**config.mk**
```make
export PLATFORM = sky130hd
export DESIGN_NAME = parking_sensor_frontend
export DESIGN_NICKNAME = d
export VERILOG_FILES = /design/src/rtl/parking_sensor_frontend.sv
export SDC_FILE = /design/constraint.sdc
export NUM_CORES = 1
export LEC_CHECK = 0
export CAP_MARGIN = 20
export CORE_ASPECT_RATIO = 0.8
export CORE_MARGIN = 2
export CORE_UTILIZATION = 51
export DETAILED_ROUTE_END_ITERATION = 10
export GPL_TIMING_DRIVEN = 0
export MAX_ROUTING_LAYER = met4
export PLACE_DENSITY = 0.75
export SYNTH_ARGS = -nofsm -noshare
export SYNTH_HDL_FRONTEND = slang
export SYNTH_SLANG_ARGS = --single-unit
```
**constraint.sdc**
```tcl
create_clock -name clk -period 2.6 [get_ports clk]
set_input_delay 0.52 -clock clk [delete_from_list [all_inputs] [get_ports clk]]
set_output_delay 0.52 -clock clk [all_outputs]
set_load 0.02 [all_outputs]
```
**src/rtl/parking_sensor_frontend.sv**
```systemverilog
// Purpose : entrance/exit beam conditioning: 2-flop sync, debounce, rise pulse, stuck-beam fault.
// Latency : a stable raw change reaches the debounced level on edge DEBOUNCE_CYCLES+2; pulse is concurrent.
// Backpr. : none; free-running sample path, no handshake on any port.
//
// Ports (top):
//   clk, reset_n                 clock, asynchronous active-low reset
//   raw_entrance, raw_exit       raw beam inputs, asynchronous to clk, 1 = vehicle present
//   clear_fault                  synchronous request to clear stuck flags (honoured only once the level is 0)
//   sensor_entrance/sensor_exit  debounced levels, forced 0 while the channel is stuck
//   entrance_pulse/exit_pulse    one-cycle pulse on each debounced 0->1 transition
//   entrance_stuck/exit_stuck    sticky stuck-beam fault flags

// Purpose : one beam channel (sync, debounce, rise pulse, stuck detect).
// Latency : debounced level changes DEBOUNCE_CYCLES+2 edges after a stable raw change.
// Backpr. : none.
module parking_sensor_channel #(
    parameter int DEBOUNCE_CYCLES = 4,
    parameter int STUCK_CYCLES    = 1000,
    parameter int CNT_W           = 16
) (
    input  logic clk,
    input  logic reset_n,
    input  logic raw,
    input  logic clear_fault,
    output logic sensor,
    output logic pulse,
    output logic stuck
);

    typedef enum logic [1:0] {
        ST_IDLE   = 2'd0,   // debounced level 0
        ST_ACTIVE = 2'd1,   // debounced level 1, not yet timed out
        ST_STUCK  = 2'd2    // beam held too long; level keeps tracking underneath
    } state_t;

    localparam logic [7:0]       DEB_LAST  = 8'(DEBOUNCE_CYCLES - 1);
    localparam logic [CNT_W-1:0] STK_LAST  = CNT_W'(STUCK_CYCLES - 1);
    localparam logic [CNT_W-1:0] SCNT_MAX  = {CNT_W{1'b1}};

    logic             s1, s2;
    logic             lvl, lvl_nxt;
    logic [7:0]       dcnt, dcnt_nxt;
    logic [CNT_W-1:0] scnt, scnt_nxt;
    state_t           state, state_nxt;
    logic             pulse_q, pulse_nxt;
    logic             timeout;

    // State register plus datapath registers.
    always_ff @(posedge clk or negedge reset_n) begin
        if (!reset_n) begin
            s1      <= 1'b0;
            s2      <= 1'b0;
            lvl     <= 1'b0;
            dcnt    <= 8'd0;
            scnt    <= '0;
            state   <= ST_IDLE;
            pulse_q <= 1'b0;
        end else begin
            s1      <= raw;
            s2      <= s1;
            lvl     <= lvl_nxt;
            dcnt    <= dcnt_nxt;
            scnt    <= scnt_nxt;
            state   <= state_nxt;
            pulse_q <= pulse_nxt;
        end
    end

    // Next-state logic.
    always_comb begin
        lvl_nxt   = lvl;
        dcnt_nxt  = dcnt;
        scnt_nxt  = scnt;
        state_nxt = state;
        pulse_nxt = 1'b0;

        // Any sample matching the current level restarts the qualification count,
        // so a glitch shorter than DEBOUNCE_CYCLES samples never moves the level.
        if (s2 == lvl) begin
            dcnt_nxt = 8'd0;
        end else if (dcnt == DEB_LAST) begin
            lvl_nxt  = s2;
            dcnt_nxt = 8'd0;
        end else begin
            dcnt_nxt = dcnt + 8'd1;
        end

        // Stuck counter runs only while active; it holds (not wraps) at all-ones.
        timeout = (state == ST_ACTIVE) && lvl && (scnt == STK_LAST);
        if (!lvl) begin
            scnt_nxt = '0;
        end else if (state == ST_ACTIVE && scnt != SCNT_MAX) begin
            scnt_nxt = scnt + 1'b1;
        end

        case (state)
            ST_IDLE: begin
                if (lvl_nxt) state_nxt = ST_ACTIVE;
            end
            ST_ACTIVE: begin
                if (timeout)       state_nxt = ST_STUCK;
                else if (!lvl_nxt) state_nxt = ST_IDLE;
            end
            ST_STUCK: begin
                // Clear is honoured only once the beam has debounced back to 0.
                if (clear_fault && !lvl) state_nxt = lvl_nxt ? ST_ACTIVE : ST_IDLE;
            end
            default: state_nxt = ST_IDLE;
        endcase

        // Rise pulse is suppressed if the channel is stuck on the edge of the rise.
        pulse_nxt = lvl_nxt && !lvl && (state != ST_STUCK);
    end

    // Outputs: decoded from flops only, so glitch-free.
    always_comb begin
        sensor = lvl && (state != ST_STUCK);
        stuck  = (state == ST_STUCK);
        pulse  = pulse_q;
    end

endmodule

// Purpose : two independent beam channels for the parking controller.
// Latency : DEBOUNCE_CYCLES+2 edges from stable raw change to level/pulse.
// Backpr. : none.
module parking_sensor_frontend #(
    parameter int DEBOUNCE_CYCLES = 4,
    parameter int STUCK_CYCLES    = 1000,
    parameter int CNT_W           = 16
) (
    input  logic clk,
    input  logic reset_n,
    input  logic raw_entrance,
    input  logic raw_exit,
    input  logic clear_fault,
    output logic sensor_entrance,
    output logic sensor_exit,
    output logic entrance_pulse,
    output logic exit_pulse,
    output logic entrance_stuck,
    output logic exit_stuck
);

    parking_sensor_channel #(
        .DEBOUNCE_CYCLES (DEBOUNCE_CYCLES),
        .STUCK_CYCLES    (STUCK_CYCLES),
        .CNT_W           (CNT_W)
    ) u_entrance (
        .clk         (clk),
        .reset_n     (reset_n),
        .raw         (raw_entrance),
        .clear_fault (clear_fault),
        .sensor      (sensor_entrance),
        .pulse       (entrance_pulse),
        .stuck       (entrance_stuck)
    );

    parking_sensor_channel #(
        .DEBOUNCE_CYCLES (DEBOUNCE_CYCLES),
        .STUCK_CYCLES    (STUCK_CYCLES),
        .CNT_W           (CNT_W)
    ) u_exit (
        .clk         (clk),
        .reset_n     (reset_n),
        .raw         (raw_exit),
        .clear_fault (clear_fault),
        .sensor      (sensor_exit),
        .pulse       (exit_pulse),
        .stuck       (exit_stuck)
    );

endmodule

```
==> results.toml <==
[clock_network]
htree_levels = 3
root_buffer = "clkbuf_8"
clk_latency_ns = 0.34
path_clk_slew_ns = 0.07
tritoncts = "yes"
ctsResizeCount = 0
cts.sinks = 60
clock_path_buffers = 2
cts_inserted_buffers = 9
post_cts_buffers = 0

[setup_path]
crit_arrival_ns = 1.98
end_kind = "output pin"
crit_chain = "inv_1 > clkbuf_1 > nor2_1 > clkdlybuf4s50_1"
crit_buf_inv = 3
worstPathRequired_ns = 2.08
crit_slowest_cell = "clkdlybuf4s50_1"
rrSetupSlack_ns = 0.53
critPathLaunchType = "flop"
crit_family = "buffers and inverters"
crit_fanout = 10
critPathKind = "reg -> out"
slowest_delay_ns = 0.55

[logic_synthesis]
syn_nets = 328
synth_top_family_by_area = "simple AND/OR/NAND/NOR gates"
syn_area_mm2 = 0.003109
ys_warn_count = 0
yosysTopAreaCellShare_pct = 48.29
yosysSeqAreaShare_pct = 48.29
ys_top_cells_by_area = "dfrtp_1, mux2i_1, nand2_1"
synthMuxAreaShare_pct = 4.588
synthCells = 319
synth-seq-cells = 60
synth-compound-area-share_pct = 10.42
synth_fa_ha_area_share_pct = 1.610
synth-edff-count = 0
yosys.area_share.xor_xnor_pct = 3.944
async_flop_share_pct = 100.0
yosys_most_used_dff = "dfrtp_1"
synth.largest_area_cell = "dfrtp_1"
yosysUniqueCellTypes = 44
synth-simple-area-share_pct = 29.26
avgSynthCellArea_um2 = 9.747

[pwr]
netSwitchingPower_uw = 894.4
p_seq_share_pct = 46.1
vdd_drop_max_v = 0.0002653
intPower_mw = 1.582
p_clk_share_pct = 30.0
p_leak_nw = 1.419
sw_frac_of_total_pct = 36.12
comb_power_share_pct = 23.8
p_per_area_mw_per_mm2 = 707.8

[sta]
rsz0062_at_grt = "no"
setup-violations-final = 0
fin_crit_sh_pct = 96.26
fmax_ghz = 0.3996
setup_tns_ns = 0
drv_slew = 0
fin_worst_skew_ns = 0.009025
slew_headroom_pct = 54.24
finalCriticalPeriod_ns = 2.503
worst_pin_slew_ns = 0.6802
hold_viol = 0

[global_route]
grt_pass1_wl_um = 10720
grt_max_degree = 35
grt_pass1_vias = 2342
overflow = 0
track_usage_pct = 21.06
antenna_found_initial = 0

[run_status]
outcome = "completed"

[detailed_routing]
drt_iter0_drc = 140
num_vias = 2515
postRouteAntennaNets = 0
wl_per_cell_um = 14.74
drt-pass1-iter-count = 4
vias_per_cell = 5.904
drc_errors = 0
routed_wl_um = 6279

[floorplanning]
start_util_pct = 52.59
num_rows = 25
core_area_mm2 = 0.005912
die_area_mm2 = 0.006741
chipHeight_um = 73.84
chipWidth_um = 91.30
num_io_pins = 11

[place]
dpl.hpwl_um = 4444
placed_area_mm2 = 0.003326
place.gp.congestion = 0.8716
io_buffer_count = 10

[hold_path]
hold_path_class = "in -> async"

[finish]
fin_area_mm2 = 0.003498
areaGrowthSynthToFinish_pct = 12.52
drive_gt1_share_pct = 6.957
fin_util_pct = 59.17
nets = 349
diodes = 0

[job]
drv_cap = 0
[cells in the final DEF, fill, tap and decap left out, drive strengths merged, types with 12 or more instances in the layout]
| cell | instances |
|---|---|
| dfrtp | 60 |
| nand2 | 29 |
| nor2 | 23 |
| nand3 | 20 |
| a21oi | 20 |
| clkbuf | 16 |
| nand2b | 14 |
| nor4 | 14 |
| mux2i | 12 |
| nand4 | 12 |
[routing by layer]
layer / GRT usage, % / part of all wire, %
met5: - / 0
met2: 30.86 / 44
met3: 6.154 / 4.5
met4: 7.576 / 1.3
met1: 28.09 / 50
[logic make-up after synthesis]
kind of cell    count (synthesis)
mux                            14
simple gates                  160
xor+xnor                       14
flops                          60
buf+inv                        15
compound gates                 52
fa+ha+maj                       4
[power groups by stage]
| stage | sequential [mW] | clock, mW | combinational (mW) |
|---|---|---|---|
| after global placement | 1.13 | 0 | 0.604 |
| after detailed placement | 1.13 | 0 | 0.619 |
| after global routing | 1.16 | 0.809 | 0.667 |
| after CTS | 1.14 | 0.767 | 0.594 |
| final | 1.14 | 0.743 | 0.590 |
| after floorplan | 1.12 | 0 | 0.430 |
[per-stage QoR]
step	std cells	setup WS (ns)	hold WS, ns	power, mW
finish	426	0.09734	0.1922	2.476
floorplan	319	0.8886	0.2244	1.545
detailed placement	411	0.3315	0.3347	1.753
CTS	426	0.09851	0.2082	2.500
global route	426	0.003193	0.2314	2.636
global placement	410	-0.9163	0.3354	1.735
[cell usage after synthesis (9+ instances only)]
library cell / instances
dfrtp_1: 60
and3_1: 9
mux2i_1: 12
nand4_1: 11
nand3_1: 20
xor2_1: 10
nor4_1: 12
a21oi_1: 20
or3_1: 9
nand2_1: 29
nand2b_1: 14
nor2_1: 23
[timing repair]
action,CTS,global route
endpoints found under the hold margin,0,0
hold buffers,0,0
endpoints found under the setup margin,1,0
[path summary, 6_finish.rpt]
kind,start,to,cells after the start
setup / recovery,u_entrance.lvl$_DFF_PN0_,sensor_entrance,4
hold reg to reg,u_entrance.s1$_DFF_PN0_,u_entrance.s2$_DFF_PN0_,0
setup reg to reg,u_entrance.scnt[0]$_DFFE_PN0P_,u_entrance.scnt[3]$_DFFE_PN0P_,6
hold / removal,reset_n,u_entrance.scnt[9]$_DFFE_PN0P_,1
max in group asynchronous,reset_n,u_exit.scnt[6]$_DFFE_PN0P_,2
min in group clk,u_entrance.s1$_DFF_PN0_,u_entrance.s2$_DFF_PN0_,0
[state kept, by name (all words and copies together) (netlist names)]
signal / cells
u_exit.s2: 1
u_entrance.state: 2
u_exit.pulse: 1
u_entrance.pulse: 1
u_entrance.lvl: 1
u_exit.dcnt: 8
u_entrance.scnt: 16
u_exit.s1: 1
u_entrance.s1: 1
u_entrance.dcnt: 8
u_exit.lvl: 1
u_exit.scnt: 16
u_entrance.s2: 1
u_exit.state: 2
[final cells by class]
type	instances	area [um^2]
fill	521	2414
multi-input combinational	244	1549
sequential	60	1501
clock buffer	9	123.9
timing repair buffer	11	115.1
tap	81	101.3
clock inverter	7	52.55
buffer	8	32.53
inverter	6	22.52
Note: power is estimated with default switching activity, not from simulation.
